[config.mk]
export PLATFORM = sky130hd
export DESIGN_NAME = gyro_spi_slave
export DESIGN_NICKNAME = d
export VERILOG_FILES = /design/src/rtl/gyro_pkg.sv /design/src/rtl/spi_edge_sync.sv /design/src/rtl/gyro_spi_slave.sv
export SDC_FILE = /design/constraint.sdc
export NUM_CORES = 1
export LEC_CHECK = 0
export ABC_AREA = 0
export ABC_CLOCK_PERIOD_IN_PS = 6700
export CORE_MARGIN = 3
export CORE_UTILIZATION = 55
export CTS_CLUSTER_SIZE = 20
export DETAILED_ROUTE_END_ITERATION = 8
export PLACE_DENSITY = 0.75
export SYNTH_ARGS = -nofsm -noshare
export SYNTH_HDL_FRONTEND = slang
export SYNTH_SLANG_ARGS = --single-unit
export TNS_END_PERCENT = 1
[constraint.sdc]
create_clock -name clk -period 6.7 [get_ports clk]
set_clock_uncertainty 0.15 [all_clocks]
set_input_delay 1.34 -clock clk [delete_from_list [all_inputs] [get_ports clk]]
set_output_delay 1.34 -clock clk [all_outputs]
set_load 0.01 [all_outputs]
[src/rtl/gyro_pkg.sv]
// Shared constants for the gyro SPI slave: register map, reset values, FSM encoding.
package gyro_pkg;

  typedef enum logic [1:0] {
    ST_IDLE = 2'd0,
    ST_CMD  = 2'd1,
    ST_DATA = 2'd2
  } state_t;

  localparam logic [5:0] ADDR_WHO_AM_I  = 6'h0F;
  localparam logic [5:0] ADDR_CTRL_REG1 = 6'h20;
  localparam logic [5:0] ADDR_CTRL_REG2 = 6'h21;
  localparam logic [5:0] ADDR_CTRL_REG3 = 6'h22;
  localparam logic [5:0] ADDR_CTRL_REG4 = 6'h23;
  localparam logic [5:0] ADDR_CTRL_REG5 = 6'h24;
  localparam logic [5:0] ADDR_OUT_X_L   = 6'h28;
  localparam logic [5:0] ADDR_OUT_X_H   = 6'h29;
  localparam logic [5:0] ADDR_OUT_Y_L   = 6'h2A;
  localparam logic [5:0] ADDR_OUT_Y_H   = 6'h2B;
  localparam logic [5:0] ADDR_OUT_Z_L   = 6'h2C;
  localparam logic [5:0] ADDR_OUT_Z_H   = 6'h2D;

  localparam logic [7:0] WHO_AM_I_VAL = 8'hD3;

  // Index 0 is CTRL_REG1.
  localparam logic [4:0][7:0] CTRL_RST = {8'h00, 8'h00, 8'h00, 8'h00, 8'h07};
  localparam logic [7:0]      OUT_RST  = 8'h00;

endpackage

[src/rtl/spi_edge_sync.sv]
// Two-flop synchronizers for the SPI pins plus sclk / chip_select edge detection in clk.
module spi_edge_sync (
  input  logic clk,
  input  logic rst,
  input  logic i_sclk,
  input  logic i_cs,
  input  logic i_mosi,
  output logic o_sclk_rise,
  output logic o_sclk_fall,
  output logic o_cs_level,
  output logic o_cs_rise,
  output logic o_cs_fall,
  output logic o_mosi
);

  logic [2:0] r_sclk_sr;
  logic [2:0] r_cs_sr;
  logic [1:0] r_mosi_sr;

  // cs chain resets low so a frame still active at reset release never looks like a new falling edge.
  always_ff @(posedge clk or negedge rst) begin
    if (!rst) begin
      r_sclk_sr <= 3'b111;
      r_cs_sr   <= 3'b000;
      r_mosi_sr <= 2'b00;
    end else begin
      r_sclk_sr <= {r_sclk_sr[1:0], i_sclk};
      r_cs_sr   <= {r_cs_sr[1:0], i_cs};
      r_mosi_sr <= {r_mosi_sr[0], i_mosi};
    end
  end

  assign o_sclk_rise = r_sclk_sr[1] & ~r_sclk_sr[2];
  assign o_sclk_fall = ~r_sclk_sr[1] & r_sclk_sr[2];
  assign o_cs_level  = r_cs_sr[1];
  assign o_cs_rise   = r_cs_sr[1] & ~r_cs_sr[2];
  assign o_cs_fall   = ~r_cs_sr[1] & r_cs_sr[2];
  assign o_mosi      = r_mosi_sr[1];

endmodule

[src/rtl/gyro_spi_slave.sv]
// SPI mode-3 register slave for a gyro: command/data FSM, register map and sample capture.
// Define GYRO_SPI_SLAVE_AUTOINC_EN to honour the MS (auto-increment) command bit.
module gyro_spi_slave
  import gyro_pkg::*;
(
  input  logic        clk,
  input  logic        rst,
  input  logic        sclk,
  input  logic        chip_select,
  input  logic        mosi,
  output logic        miso,
  input  logic        sample_valid,
  input  logic [15:0] x_axis,
  input  logic [15:0] y_axis,
  input  logic [15:0] z_axis,
  output logic        interrupt
);

  logic w_sclk_rise, w_sclk_fall, w_cs, w_cs_rise, w_cs_fall, w_mosi;

  spi_edge_sync u_sync (
    .clk        (clk),
    .rst        (rst),
    .i_sclk     (sclk),
    .i_cs       (chip_select),
    .i_mosi     (mosi),
    .o_sclk_rise(w_sclk_rise),
    .o_sclk_fall(w_sclk_fall),
    .o_cs_level (w_cs),
    .o_cs_rise  (w_cs_rise),
    .o_cs_fall  (w_cs_fall),
    .o_mosi     (w_mosi)
  );

  state_t            r_state, w_state_next;
  logic [2:0]        r_bit_cnt;
  logic [6:0]        r_shift_in;
  logic [7:0]        r_shift_out;
  logic              r_rw;
  logic [5:0]        r_addr;
  logic              r_miso;
  logic [4:0][7:0]   r_ctrl;
  logic [5:0][7:0]   r_out;
  logic [47:0]       r_pend_data;
  logic              r_pend_v;
  logic              r_irq;

  logic [7:0] w_rx_byte;
  logic       w_cmd_done, w_byte_done;
  logic [5:0] w_addr_next;
  logic       w_wr_en, w_rd_clr, w_load_direct, w_load_pend;

  function automatic logic [7:0] reg_read(input logic [5:0] a,
                                          input logic [4:0][7:0] ctrl,
                                          input logic [5:0][7:0] outr);
    case (a)
      ADDR_WHO_AM_I:  return WHO_AM_I_VAL;
      ADDR_CTRL_REG1: return ctrl[0];
      ADDR_CTRL_REG2: return ctrl[1];
      ADDR_CTRL_REG3: return ctrl[2];
      ADDR_CTRL_REG4: return ctrl[3];
      ADDR_CTRL_REG5: return ctrl[4];
      ADDR_OUT_X_L:   return outr[0];
      ADDR_OUT_X_H:   return outr[1];
      ADDR_OUT_Y_L:   return outr[2];
      ADDR_OUT_Y_H:   return outr[3];
      ADDR_OUT_Z_L:   return outr[4];
      ADDR_OUT_Z_H:   return outr[5];
      default:        return 8'h00;
    endcase
  endfunction

  assign w_rx_byte   = {r_shift_in, w_mosi};
  assign w_cmd_done  = !w_cs_rise && (r_state == ST_CMD)  && w_sclk_rise && (r_bit_cnt == 3'd7);
  assign w_byte_done = !w_cs_rise && (r_state == ST_DATA) && w_sclk_rise && (r_bit_cnt == 3'd7);

`ifdef GYRO_SPI_SLAVE_AUTOINC_EN
  logic r_ms;
  always_ff @(posedge clk or negedge rst) begin
    if (!rst)            r_ms <= 1'b0;
    else if (w_cmd_done) r_ms <= w_rx_byte[6];
  end
  assign w_addr_next = r_ms ? r_addr + 6'd1 : r_addr;
`else
  assign w_addr_next = r_addr;
`endif

  always_ff @(posedge clk or negedge rst) begin
    if (!rst) r_state <= ST_IDLE;
    else      r_state <= w_state_next;
  end

  always_comb begin
    w_state_next = r_state;
    if (w_cs_rise) begin
      w_state_next = ST_IDLE;
    end else begin
      case (r_state)
        ST_IDLE: if (w_cs_fall) w_state_next = ST_CMD;
        ST_CMD:  if (w_cmd_done) w_state_next = ST_DATA;
        ST_DATA: w_state_next = ST_DATA;
        default: w_state_next = ST_IDLE;
      endcase
    end
  end

  // Shift path: read data is preloaded at each byte boundary so bit7 is ready for the next falling edge.
  always_ff @(posedge clk or negedge rst) begin
    if (!rst) begin
      r_bit_cnt   <= 3'd0;
      r_shift_in  <= 7'd0;
      r_shift_out <= 8'd0;
      r_rw        <= 1'b0;
      r_addr      <= 6'd0;
      r_miso      <= 1'b0;
    end else if (w_cs_rise || r_state == ST_IDLE) begin
      r_bit_cnt <= 3'd0;
      r_miso    <= 1'b0;
    end else if (r_state == ST_CMD) begin
      r_miso <= 1'b0;
      if (w_sclk_rise) begin
        r_shift_in <= w_rx_byte[6:0];
        r_bit_cnt  <= r_bit_cnt + 3'd1;
      end
      if (w_cmd_done) begin
        r_rw        <= w_rx_byte[7];
        r_addr      <= w_rx_byte[5:0];
        r_shift_out <= reg_read(w_rx_byte[5:0], r_ctrl, r_out);
      end
    end else begin
      if (w_sclk_fall) begin
        r_miso      <= r_rw & r_shift_out[7];
        r_shift_out <= {r_shift_out[6:0], 1'b0};
      end
      if (w_sclk_rise) begin
        r_shift_in <= w_rx_byte[6:0];
        r_bit_cnt  <= r_bit_cnt + 3'd1;
      end
      if (w_byte_done) begin
        r_addr      <= w_addr_next;
        r_shift_out <= reg_read(w_addr_next, r_ctrl, r_out);
      end
    end
  end

  assign w_wr_en       = w_byte_done && !r_rw;
  assign w_rd_clr      = w_byte_done && r_rw && (r_addr == ADDR_OUT_Z_H);
  assign w_load_direct = sample_valid && w_cs;
  assign w_load_pend   = w_cs_rise && r_pend_v && !w_load_direct;

  always_ff @(posedge clk or negedge rst) begin
    if (!rst) begin
      r_ctrl      <= CTRL_RST;
      r_out       <= {6{OUT_RST}};
      r_pend_data <= 48'd0;
      r_pend_v    <= 1'b0;
      r_irq       <= 1'b0;
    end else begin
      if (w_wr_en) begin
        case (r_addr)
          ADDR_CTRL_REG1: r_ctrl[0] <= w_rx_byte;
          ADDR_CTRL_REG2: r_ctrl[1] <= w_rx_byte;
          ADDR_CTRL_REG3: r_ctrl[2] <= w_rx_byte;
          ADDR_CTRL_REG4: r_ctrl[3] <= w_rx_byte;
          ADDR_CTRL_REG5: r_ctrl[4] <= w_rx_byte;
          default: ;
        endcase
      end
      if (sample_valid && !w_cs) begin
        r_pend_data <= {z_axis, y_axis, x_axis};
        r_pend_v    <= 1'b1;
      end else if (w_cs_rise) begin
        r_pend_v <= 1'b0;
      end
      if (w_load_direct)    r_out <= {z_axis, y_axis, x_axis};
      else if (w_load_pend) r_out <= r_pend_data;
      // Set has priority over the read-completion clear.
      if (w_load_direct || w_load_pend) r_irq <= 1'b1;
      else if (w_rd_clr)                r_irq <= 1'b0;
    end
  end

  assign miso      = r_miso;
  assign interrupt = r_irq;

endmodule

==> flow_summary_export.csv <==
group,metric,value,unit
cells_and_area,multi_input_area,4200,um2
worst_setup_path,slowest_delay,0.59,ns
cells_and_area,layout_common_cells,"168 x dfrtp_1, 106 x mux2_2, 87 x nand2_1",
power,clockPowerShare,32.8,%
cells_and_area,fin_cells,1033,
floorplanning,pin_count,56,
synthesis,yosysTopAreaCell,"dfrtp_1",
placed_design,portBuffers,55,
route,antenna_left,0,
job,drv_cap,0,
synthesis,muxShareOfSynthArea,24.2,%
clock_tree,clock-sinks,174,
synthesis,async_flop_share,100,%
cells_and_area,final_area,10000,um2
global_route,grt_use_total,26.6,%
worst_setup_path,path_buf_inv,2,
clock_tree,cts_hold_buf,0,
power,p_leak,4.39,nW
outcome,run_status,"completed",
clock_tree,cts-root-buf,"clkbuf_16",
cells_and_area,antenna_cells,0,
timing,setup_viol,0,
synthesis,synth_xor_area_share,0.0990,%
worst_setup_path,worstPathArrival,3.29,ns
floorplanning,die_h,133,um
synthesis,synth_compound_area_share,11.8,%
route,route.detailed.drc,0,
timing,tightest_slew,1.21,ns
placed_design,post-place-cells,1001,
route,avgRoutedWirePerCell,22.0,um
synthesis,synth_nets,839,
cells_and_area,fin_nets,868,
cells_and_area,final_common_cell,"dfrtp_1",
clock_tree,postCtsSetupRepairBufs,0,
synthesis,syn_inst,780,
placed_design,place_area,9470,um2
synthesis,ys_types,60,
timing,final-max-slew-violation-count,0,
cells_and_area,seq_area,4360,um2
power,p_int,1.96,mW
clock_tree,htreeDepth,4,
synthesis,synth_area_leaders,"dfrtp_1 48%, mux2_2 13%, mux2i_1 8.0%",
synthesis,synth_top_family_by_area,"multiplexers",
synthesis,ys_seq_elements,174,
worst_setup_path,crit_family,"buffers and inverters",
route,num_vias,6390,
cells_and_area,num-fill-cells,1228,
floorplanning,die_x,133,um
worst_setup_path,worstPathMaxFanout,35,
route,viasPerCell,6.19,
worst_setup_path,cp_cell_sequence,"clkdlybuf4s50_1 -> nor2b_4 -> buf_4 -> mux2_2",
worst_hold_path,hp-class,"reg2reg",
route,wirelength,22700,um
floorplanning,initial_utilization,57.1,%
global_route,grt_pass1_wl,36000,um
floorplanning,core-area,15500,um2
synthesis,yosysWarnings,0,
timing,rsz0062_at_grt,"false",
floorplanning,die_area,17600,um2
timing,finalHoldViolCount,0,
synthesis,ys_seq_area_share,49.3,%
route,first_iter_violations,610,
clock_tree,cts_made_buffers,17,
worst_setup_path,cp-end-kind,"flop",
route,first_pass_iters,7,
power,vdd_drop_max,206,uV
synthesis,synth_fa_ha_area_share,0.707,%
floorplanning,rows,45,
worst_setup_path,crit_type,"in2reg",
worst_setup_path,crit_path_top_delay_cell,"clkdlybuf4s50_1",
power,p_seq_share,47.8,%
clock_tree,cts_resized,0,
global_route,first_global_vias,6417,
clock_tree,clk_latency,0.44,ns
timing,tns,0,ns
clock_tree,cts.clk_slew.worst_paths,0.07,ns
placed_design,post-dp-hpwl,15900,um
power,powerDensity,287,nW/um2
synthesis,synthFlopType,"dfrtp_1",
timing,post-route-period-util,46.7,%
cells_and_area,drive_gt1_share,21.7,%
power,p_switching,922,uW
synthesis,synth_area,8840,um2
clock_tree,ctsLongestPathBuffers,2,
timing,period_minus_slack,3.13,ns
synthesis,yosys.area_share.simple,10.5,%
cells_and_area,areaGrowthSynthToFinish,13.5,%
power,pwr-share-comb,19.4,%
clock_tree,cts_tree,"done",
global_route,antenna_found_initial,0,
global_route,grt_max_degree,111,
synthesis,synth_top_area_share,47.5,%
timing,slew_headroom,18.5,%
worst_setup_path,start_kind,"primary input",
worst_setup_path,cp.required,6.87,ns
placed_design,place.gp.congestion,0.986,
power,swShare,32.0,%
global_route,overflow,0,
timing,fmax,320,MHz
synthesis,synth_edf_count,0,
synthesis,synth.avg_cell_area,11.3,um2
cell usage after synthesis, drive strengths merged, types with 5 or more instances:
| cell type | number |
|---|---|
| clkbuf | 17 |
| nor3 | 15 |
| mux2 | 107 |
| nand3 | 7 |
| mux2i | 71 |
| nand2b | 7 |
| and3 | 6 |
| inv | 9 |
| dfrtp | 168 |
| ha | 5 |
| buf | 36 |
| a221oi | 6 |
| a21oi | 29 |
| dfstp | 6 |
| o21ai | 88 |
| nor4 | 6 |
| nand2 | 89 |
| a22oi | 13 |
| nor2 | 22 |
| nor2b | 10 |
| mux4 | 10 |
stage by stage:
stage | utilization [%] | power [mW] | hold WS, ns | worst slack, ns
floorplan | - | 1.71 | 0.181 | 3.99
global placement | 61.2 | 1.92 | 0.184 | 3.22
detailed placement | 61.2 | 1.95 | 0.190 | 3.13
CTS | 64.8 | 2.89 | 0.201 | 3.58
global route | 64.8 | 3.01 | 0.208 | 3.48
finish | 64.8 | 2.88 | 0.200 | 3.57
metal layers:
metal | share of wire (%) | wire length [um] | global-route usage (%)
met1 | 45 | 10100 | 37.2
met4 | 2.8 | 639 | 9.58
met5 | 0 | 0 | 0
met2 | 47 | 10700 | 41.4
met3 | 5.3 | 1210 | 5.48
power by group through the flow:
stage               clock (mW)  combinational (mW)  sequential (mW)
floorplan                    0               0.426             1.29
global placement             0               0.537             1.38
detailed placement           0               0.556             1.39
CTS                      0.960               0.559             1.37
global route              1.01               0.615             1.39
finish                   0.945               0.559             1.38
cell type report:
class	count	area share [%]
clock buffer	20	4.65
clock inverter	12	0.985
inverter	9	0.337
multi-input combinational	544	41.8
sequential	174	43.5
tap	211	2.63
timing repair buffer	63	6.10
state kept, by name, indices dropped and copies added (netlist names):
name	count
r_pend_data	48
r_shift_out	8
r_out	48
u_sync.r_cs_sr	3
r_pend_v	1
r_bit_cnt	3
r_rw	1
u_sync.r_mosi_sr	2
r_ctrl	40
r_shift_in	7
r_addr	6
interrupt	1
r_state	2
u_sync.r_sclk_sr	3
miso	1
final timing paths:
path                            cells past startpoint                 from  slack (ns)           endpoint
worst max-delay path                                4         sample_valid        3.57    r_pend_data[10]
worst min-delay path                                0    u_sync.r_cs_sr[0]        0.20  u_sync.r_cs_sr[1]
min in group asynchronous                           1                  rst        0.89          r_ctrl[6]
worst min register to register                      0    u_sync.r_cs_sr[0]        0.20  u_sync.r_cs_sr[1]
worst max register to register                      5  u_sync.r_sclk_sr[1]        3.64         r_ctrl[28]
max in group asynchronous                           2                  rst        4.14         r_ctrl[36]
worst register-to-register path, cell delays in order (launching register included):
cell and delay (ns):
dfstp_2 0.54, nor2b_1 0.55, nand4_4 0.27, nor4_4 0.48, and3_1 0.56, mux2_2 0.41
logic make-up (layout without fill, tap and decap cells):
kind of cell,count (synthesis),in the layout
buffers and inverters,62,104
and+or+nand+nor,179,179
xor gates and xnor gates,1,1
muxes,188,188
DFF,174,174
AOI/OAI and AO/OA,171,171
adders and majority gates,5,5
Note: power is estimated with default switching activity, not from simulation.
